--- src/rtl/matrix_operand_loader.sv ---
`default_nettype none
// ============================================================================
// Module   : matrix_operand_loader
// Brief    : Walks the operand ROM, absorbs its read latency in a skid FIFO and
//            streams index/matrix-tagged words to the matrix core (valid/ready).
//            Optional operand-format check: define MATRIX_OPERAND_FP_CHECK_EN.
// Revision : 1.0 - initial release
// ============================================================================
module matrix_operand_loader #(
    parameter int DATA_W  = 32,
    parameter int ADDR_W  = 3,
    parameter int N_ELEM  = 8,
    parameter int ROM_LAT = 1
) (
    input  logic              clk,
    input  logic              rst,
    input  logic              start,
    output logic              busy,
    output logic              done,
    output logic [ADDR_W-1:0] rom_addr,
    input  logic [DATA_W-1:0] rom_data,
    output logic              m_valid,
    input  logic              m_ready,
    output logic [DATA_W-1:0] m_data,
    output logic [ADDR_W-1:0] m_idx,
    output logic              m_sel,
    output logic              m_last,
    output logic              fp_err
);

    localparam int c_DEPTH = ROM_LAT + 1;
    localparam int c_PW    = (c_DEPTH > 2) ? $clog2(c_DEPTH) : 1;
    // One spare bit so fifo_count + inflight never wraps before the compare
    localparam int c_CW    = $clog2(c_DEPTH + 1) + 1;

    localparam logic [ADDR_W:0] c_NELEM   = (ADDR_W+1)'(N_ELEM);
    localparam logic [ADDR_W:0] c_HALF    = (ADDR_W+1)'(N_ELEM / 2);
    localparam logic [ADDR_W:0] c_LASTI   = (ADDR_W+1)'(N_ELEM - 1);
    localparam logic [c_CW-1:0] c_DEPTH_W = c_CW'(c_DEPTH);
    localparam logic [c_PW-1:0] c_PTR_MAX = c_PW'(c_DEPTH - 1);

    localparam logic [1:0] c_IDLE = 2'd0;
    localparam logic [1:0] c_RUN  = 2'd1;
    localparam logic [1:0] c_DONE = 2'd2;

    logic [1:0]         r_state;
    logic               r_busy;
    logic               r_done;
    logic [ADDR_W:0]    r_issue_ptr;
    logic [ADDR_W:0]    r_pop_cnt;
    logic [ROM_LAT-1:0] r_infl;
    logic [DATA_W-1:0]  r_mem [c_DEPTH];
    logic [c_PW-1:0]    r_wr_ptr;
    logic [c_PW-1:0]    r_rd_ptr;
    logic [c_CW-1:0]    r_count;
    logic               r_m_valid;
    logic [DATA_W-1:0]  r_m_data;

    logic               w_pop;
    logic               w_push;
    logic               w_issue;
    logic [c_CW-1:0]    w_infl_cnt;
    logic [c_CW-1:0]    w_occ;
    logic [c_CW-1:0]    w_count_left;
    logic [c_CW-1:0]    w_count_nxt;
    logic [c_PW-1:0]    w_wr_adv;
    logic [c_PW-1:0]    w_rd_adv;
    logic [c_PW-1:0]    w_rd_nxt;
    logic [DATA_W-1:0]  w_head_nxt;

    function automatic logic [c_PW-1:0] f_wrap_inc(input logic [c_PW-1:0] p);
        return (p == c_PTR_MAX) ? '0 : p + c_PW'(1);
    endfunction

    always_comb begin
        w_infl_cnt = '0;
        for (int i = 0; i < ROM_LAT; i++) begin
            w_infl_cnt = w_infl_cnt + c_CW'(r_infl[i]);
        end
    end

    assign w_pop        = r_m_valid & m_ready;
    assign w_push       = r_infl[ROM_LAT-1];
    assign w_occ        = r_count + w_infl_cnt - c_CW'(w_pop);
    assign w_issue      = (r_state == c_RUN) && (r_issue_ptr < c_NELEM) && (w_occ < c_DEPTH_W);
    assign w_count_left = r_count - c_CW'(w_pop);
    assign w_count_nxt  = w_count_left + c_CW'(w_push);
    assign w_wr_adv     = f_wrap_inc(r_wr_ptr);
    assign w_rd_adv     = f_wrap_inc(r_rd_ptr);
    assign w_rd_nxt     = w_pop ? w_rd_adv : r_rd_ptr;

    // The output register mirrors the FIFO head; an empty FIFO bypasses rom_data
    assign w_head_nxt   = (w_count_left == '0) ? rom_data : r_mem[w_rd_nxt];

    always_ff @(posedge clk) begin
        if (rst) begin
            r_state     <= c_IDLE;
            r_busy      <= 1'b0;
            r_done      <= 1'b0;
            r_issue_ptr <= '0;
            r_pop_cnt   <= '0;
            r_infl      <= '0;
            r_wr_ptr    <= '0;
            r_rd_ptr    <= '0;
            r_count     <= '0;
            r_m_valid   <= 1'b0;
            r_m_data    <= '0;
            for (int i = 0; i < c_DEPTH; i++) begin
                r_mem[i] <= '0;
            end
        end else begin
            r_done <= 1'b0;
            case (r_state)
                c_IDLE: begin
                    r_busy <= 1'b0;
                    if (start) begin
                        r_state     <= c_RUN;
                        r_busy      <= 1'b1;
                        r_issue_ptr <= '0;
                        r_pop_cnt   <= '0;
                        r_infl      <= '0;
                        r_wr_ptr    <= '0;
                        r_rd_ptr    <= '0;
                        r_count     <= '0;
                        r_m_valid   <= 1'b0;
                    end
                end
                c_RUN: begin
                    if (w_issue) begin
                        r_issue_ptr <= r_issue_ptr + 1'b1;
                    end
                    r_infl <= (r_infl << 1) | ROM_LAT'(w_issue);
                    if (w_push) begin
                        r_mem[r_wr_ptr] <= rom_data;
                        r_wr_ptr        <= w_wr_adv;
                    end
                    if (w_pop) begin
                        r_rd_ptr  <= w_rd_adv;
                        r_pop_cnt <= r_pop_cnt + 1'b1;
                    end
                    r_count   <= w_count_nxt;
                    r_m_valid <= (w_count_nxt != '0);
                    if (w_count_nxt != '0) begin
                        r_m_data <= w_head_nxt;
                    end
                    if (w_pop && (r_pop_cnt == c_LASTI)) begin
                        r_state <= c_DONE;
                        r_done  <= 1'b1;
                    end
                end
                c_DONE: begin
                    r_state <= c_IDLE;
                    r_busy  <= 1'b0;
                end
                default: begin
                    r_state <= c_IDLE;
                    r_busy  <= 1'b0;
                end
            endcase
        end
    end

    assign busy     = r_busy;
    assign done     = r_done;
    assign rom_addr = (r_state == c_RUN) ? r_issue_ptr[ADDR_W-1:0] : '0;
    assign m_valid  = r_m_valid;
    assign m_data   = r_m_data;
    assign m_idx    = r_pop_cnt[ADDR_W-1:0];
    assign m_sel    = (r_pop_cnt >= c_HALF);
    assign m_last   = (r_pop_cnt == c_LASTI);

`ifdef MATRIX_OPERAND_FP_CHECK_EN
    logic r_fp_err;
    logic w_fp_bad;

    // IEEE-754 single: Inf/NaN (exponent all ones) or denormal (zero exponent, non-zero mantissa)
    assign w_fp_bad = (r_m_data[30:23] == 8'hFF) ||
                      ((r_m_data[30:23] == 8'h00) && (r_m_data[22:0] != 23'd0));

    always_ff @(posedge clk) begin
        if (rst) begin
            r_fp_err <= 1'b0;
        end else if ((r_state == c_IDLE) && start) begin
            r_fp_err <= 1'b0;
        end else if (w_pop && w_fp_bad) begin
            r_fp_err <= 1'b1;
        end
    end

    assign fp_err = r_fp_err;
`else
    assign fp_err = 1'b0;
`endif

endmodule
`default_nettype wire

--- config.mk ---
export PLATFORM = sky130hd
export DESIGN_NAME = matrix_operand_loader
export DESIGN_NICKNAME = d
export VERILOG_FILES = /design/src/rtl/matrix_operand_loader.sv
export SDC_FILE = /design/constraint.sdc
export NUM_CORES = 1
export LEC_CHECK = 0
export CORE_UTILIZATION = 63
export CTS_CLUSTER_DIAMETER = 60
export DETAILED_ROUTE_END_ITERATION = 6
export DONT_BUFFER_PORTS = 1
export PLACE_DENSITY = 0.9
export SLEW_MARGIN = 20
export SYNTH_ARGS = -nofsm -noshare
export SYNTH_HDL_FRONTEND = slang
export SYNTH_SLANG_ARGS = --single-unit
--- constraint.sdc ---
create_clock -name clk -period 2.8 [get_ports clk]
set_input_delay 0.56 -clock clk [delete_from_list [all_inputs] [get_ports clk]]
set_output_delay 0.56 -clock clk [all_outputs]
set_load 0.005 [all_outputs]
==> impl_summary.txt <==
----------------------------------------------------
[Placement]
  Post-DP Area ... 5384 um2
  IO Port Bufs ... 0
  Placed wire-length estimate ... 6.825 mm
  Global placement routability congestion ... 0.9419
  Worst slack at placement ... -0.04678 ns

[Clock network]
  Maximum number of buffers from clock root to sink ... 2
  Clock insertion delay at the later pin of the skew report ... 0.53 ns
  Clock sinks ... 115
  Clock tree from TritonCTS ... done
  Total CTS buffers ... 17
  CTS Hold Bufs ... 0
  CTS root buf ... sky130_fd_sc_hd__clkbuf_8
  Clock-pin transition on the worst setup and hold timing paths ... 0.06 ns
  H-tree depth reported by CTS ... 4

[Worst setup path]
  Peak per-stage delay on the critical path ... 0.58 ns
  CP Class ... reg -> reg
  Top cell family by delay on the critical path ... adder cells
  Chain of cells forming the critical path ... nand3b_2, nand2_1, ha_1, inv_1, fa_1, nor3b_4, buf_4, o2bb2ai_4, nand2_1, o31ai_2
  Required time reported for the critical path endpoint ... 3.23 ns
  Most frequent cell on the critical path ... sky130_fd_sc_hd__nand2_1
  Element type at the critical path start ... flip-flop
  Arrival time worst endpoint ... 3.15 ns
  Crit Path Max Fanout ... 16
  Endpoint type of the worst setup path ... flip-flop
  CP bufs+invs ... 2
  Slowest CP cell ... sky130_fd_sc_hd__fa_1

[Final layout]
  Most common cell after layout, fill and taps aside ... sky130_fd_sc_hd__and2_1
  Final net count ... 521
  Ant. Diodes ... 0
  Commonest cells after routing, fill and taps aside ... sky130_fd_sc_hd__and2_1 (69), sky130_fd_sc_hd__edfxtp_1 (64), sky130_fd_sc_hd__dfxtp_1 (51)
  Share of the core filled with cells in the final layout ... 72.62%
  Final instance area ... 6027 um2
  Share of layout cells above drive strength 1 ... 17.72%
  Area added between synthesis and finish ... 10.89%

[Timing]
  Transition at the pin with the smallest max-transition slack ... 0.8244 ns
  Fin Hold WS ... 0.09586 ns
  Hold violation total from the final report ... 0
  Final worst slack ... 0.08051 ns
  Portion of the clock cycle consumed by the worst path in the final layout ... 97.12%
  Post-Route Skew ... 0.008274 ns
  Relative slew slack ... 45.04%
  Final Setup Violations ... 0
  Post-layout min period ... 2.719 ns
  Maximum achievable frequency ... 0.3677 GHz
  Setup repair after global routing missed its margin ... no
  Final count of pins violating max slew ... 0

[Route]
  Remaining design rule violation count ... 0
  Pre-Repair DR Iteration Count ... 4
  Count of vias placed by the detailed router ... 3776
  Routed vias/inst ... 6.336
  Starting DRC count in detailed routing ... 308
  DRT Wirelength ... 12.52 mm
  Antenna Violating Nets Remaining ... 0
  Routed wire per std cell ... 21.01 um

[Power and ir drop]
  Sequential cell fraction of total power ... 43.2%
  Switching part of the total ... 24.68%
  Combinational fraction of design power ... 9.6%
  Internal Dissipation ... 0.003364 W
  Power density normalized to cell area ... 741.1 nW/um2
  Post-layout total power ... 0.004467 W
  Net switching component of the power ... 0.001102 W
  Leakage power summed over all cells ... 2.343 nW
  Proportion of power drawn by the clock network ... 47.2%
  Worst-case vdd ir drop ... 0.0005161 V

[GRT]
  Largest net degree at the start of global routing ... 34
  Wire length of the first global-routing pass ... 19.19 mm
  Overflow after GRT ... 0
  Initial antenna violation count ... 0
  Global-route total usage across every layer ... 29.62%
  Vias in the first global route ... 3695

[Logic synthesis]
  Synthesis Warnings ... 0
  Post-synthesis area per instance ... 11.23 um2
  Top cell type by total area after synthesis ... sky130_fd_sc_hd__edfxtp_1
  Cell Area, Synth ... 5435 um2
  Flop and latch count out of synthesis ... 115
  Main area contributors after synthesis ... sky130_fd_sc_hd__edfxtp_1 (35%), sky130_fd_sc_hd__dfxtp_1 (19%), sky130_fd_sc_hd__and2_1 (7.9%)
  Top-area cell type share of the netlist area ... 35.36%
  Post-Synthesis Net Count ... 527
  Sequential area share after synthesis ... 54.14%
  Synth cell types ... 49
  Cells after Synth ... 484

[Die]
  Full die area ... 9003 um2
  Site Rows ... 33
  Die width ... 94.89 um
  Core Region ... 8299 um2
  # IOs ... 80
  Floorplan die height ... 94.89 um
  Starting Density ... 65.49%

[Job]
  Maxcap violations ... 0

[Worst hold path]
  Worst min-delay path category ... in -> reg

[Outcome]
  Run status ... completed

----------------------------------------------------
==> worst reg2reg max path, delay by kind of cell, from the launching register on <==
kind            cells  cell delay, ns
simple gates        4            0.75
flops               1            0.51
buf+inv             2            0.22
compound gates      2            0.39
fa+ha+maj           2            0.76
==> synth_stat cells (all sizes together) <==
cell type and instances:
nand3 6, and2 69, xnor2 3, nor3 3, nor2b 3, nand2b 2
clkbuf 17, a31oi 2, o21bai 2, fa 1, nor3b 2, edfxtp 64
and4 1, ha 6, nand4b 1, nor4b 1, a211oi 33, nand4 1
dlygate4sd1 1, o31ai 32, nand3b 4, xor2 1, nor2 45, and3b 1
a21boi 1, dfxtp 51, a21bo 2, and3 35, a21oi 11, buf 16
conb 1, nand2 39, xnor3 2, inv 5, a22oi 3, or3 1
or2 3, a21o 2, dlymetal6s2s 5, o2bb2ai 1, o21ai 5
==> state kept, by name, indices dropped and copies added (netlist names), 2 cells and up <==
signal	flops
r_pop_cnt	4
r_state	2
r_issue_ptr	4
r_mem	64
m_data	32
r_count	3
==> layout make-up <==
type / count / area (um2)
flip-flops and latches: 115 / 2943
fillers: 530 / 2272
multi-input cells: 326 / 2256
clock buffers: 17 / 414.1
clock inverters: 15 / 166.4
well taps: 105 / 131.4
repair buffers: 13 / 97.59
inverters: 5 / 18.77
==> metal layers <==
metal	GRT usage [%]	part of all wire (%)	vias to the layer above
met5	0	0	-
met4	12.12	2.0	0
met3	10.06	9.5	21
met2	49.82	51	174
met1	34.58	38	1869
li1	-	-	1712
==> path summary, 6_finish.rpt <==
check                               startpoint             end  slack [ns]  depth (start not counted)
worst max-delay path                   m_valid      m_data[28]        0.08                         10
worst max register to register         m_valid      m_data[28]        0.08                         10
worst min-delay path                       rst        r_wr_ptr         0.1                          1
worst min register to register  r_issue_ptr[3]  r_issue_ptr[3]        0.45                          2
==> power by group through the flow <==
stage	sequential, W	combinational (W)	clock [W]
floorplan	0.00194	0.000335	0
global placement	0.00196	0.000366	0
detailed placement	0.00197	0.000385	0
CTS	0.00193	0.000413	0.00212
global route	0.00194	0.000461	0.00221
finish	0.00193	0.000427	0.00211
==> kinds of logic after synthesis <==
| group | share of synthesized area [%] |
|---|---|
| other | 0.06899 |
| AND/OR/NAND/NOR | 21.92 |
| buffers and inverters | 5.571 |
| flip-flops | 54.14 |
| adder cells (fa/ha/maj) | 1.750 |
| XOR/XNOR | 1.473 |
| AO/OA/AOI/OAI | 15.08 |
==> repair_timing <==
| action | in CTS | in global routing |
|---|---|---|
| setup buffers | 0 | 2 |
| pin swaps | 1 | 0 |
| gates resized for setup | 3 | 1 |
| endpoints found under the setup margin | 4 | 10 |
| gates cloned | 1 | 0 |
==> through the flow <==
| step | instances | setup TNS, ns |
|---|---|---|
| after floorplan | 484 | 0 |
| after global placement | 561 | 0 |
| after detailed placement | 561 | -0.1014 |
| after CTS | 594 | 0 |
| after global routing | 596 | 0 |
| final | 596 | 0 |
Note: power is estimated with default switching activity, not from simulation.
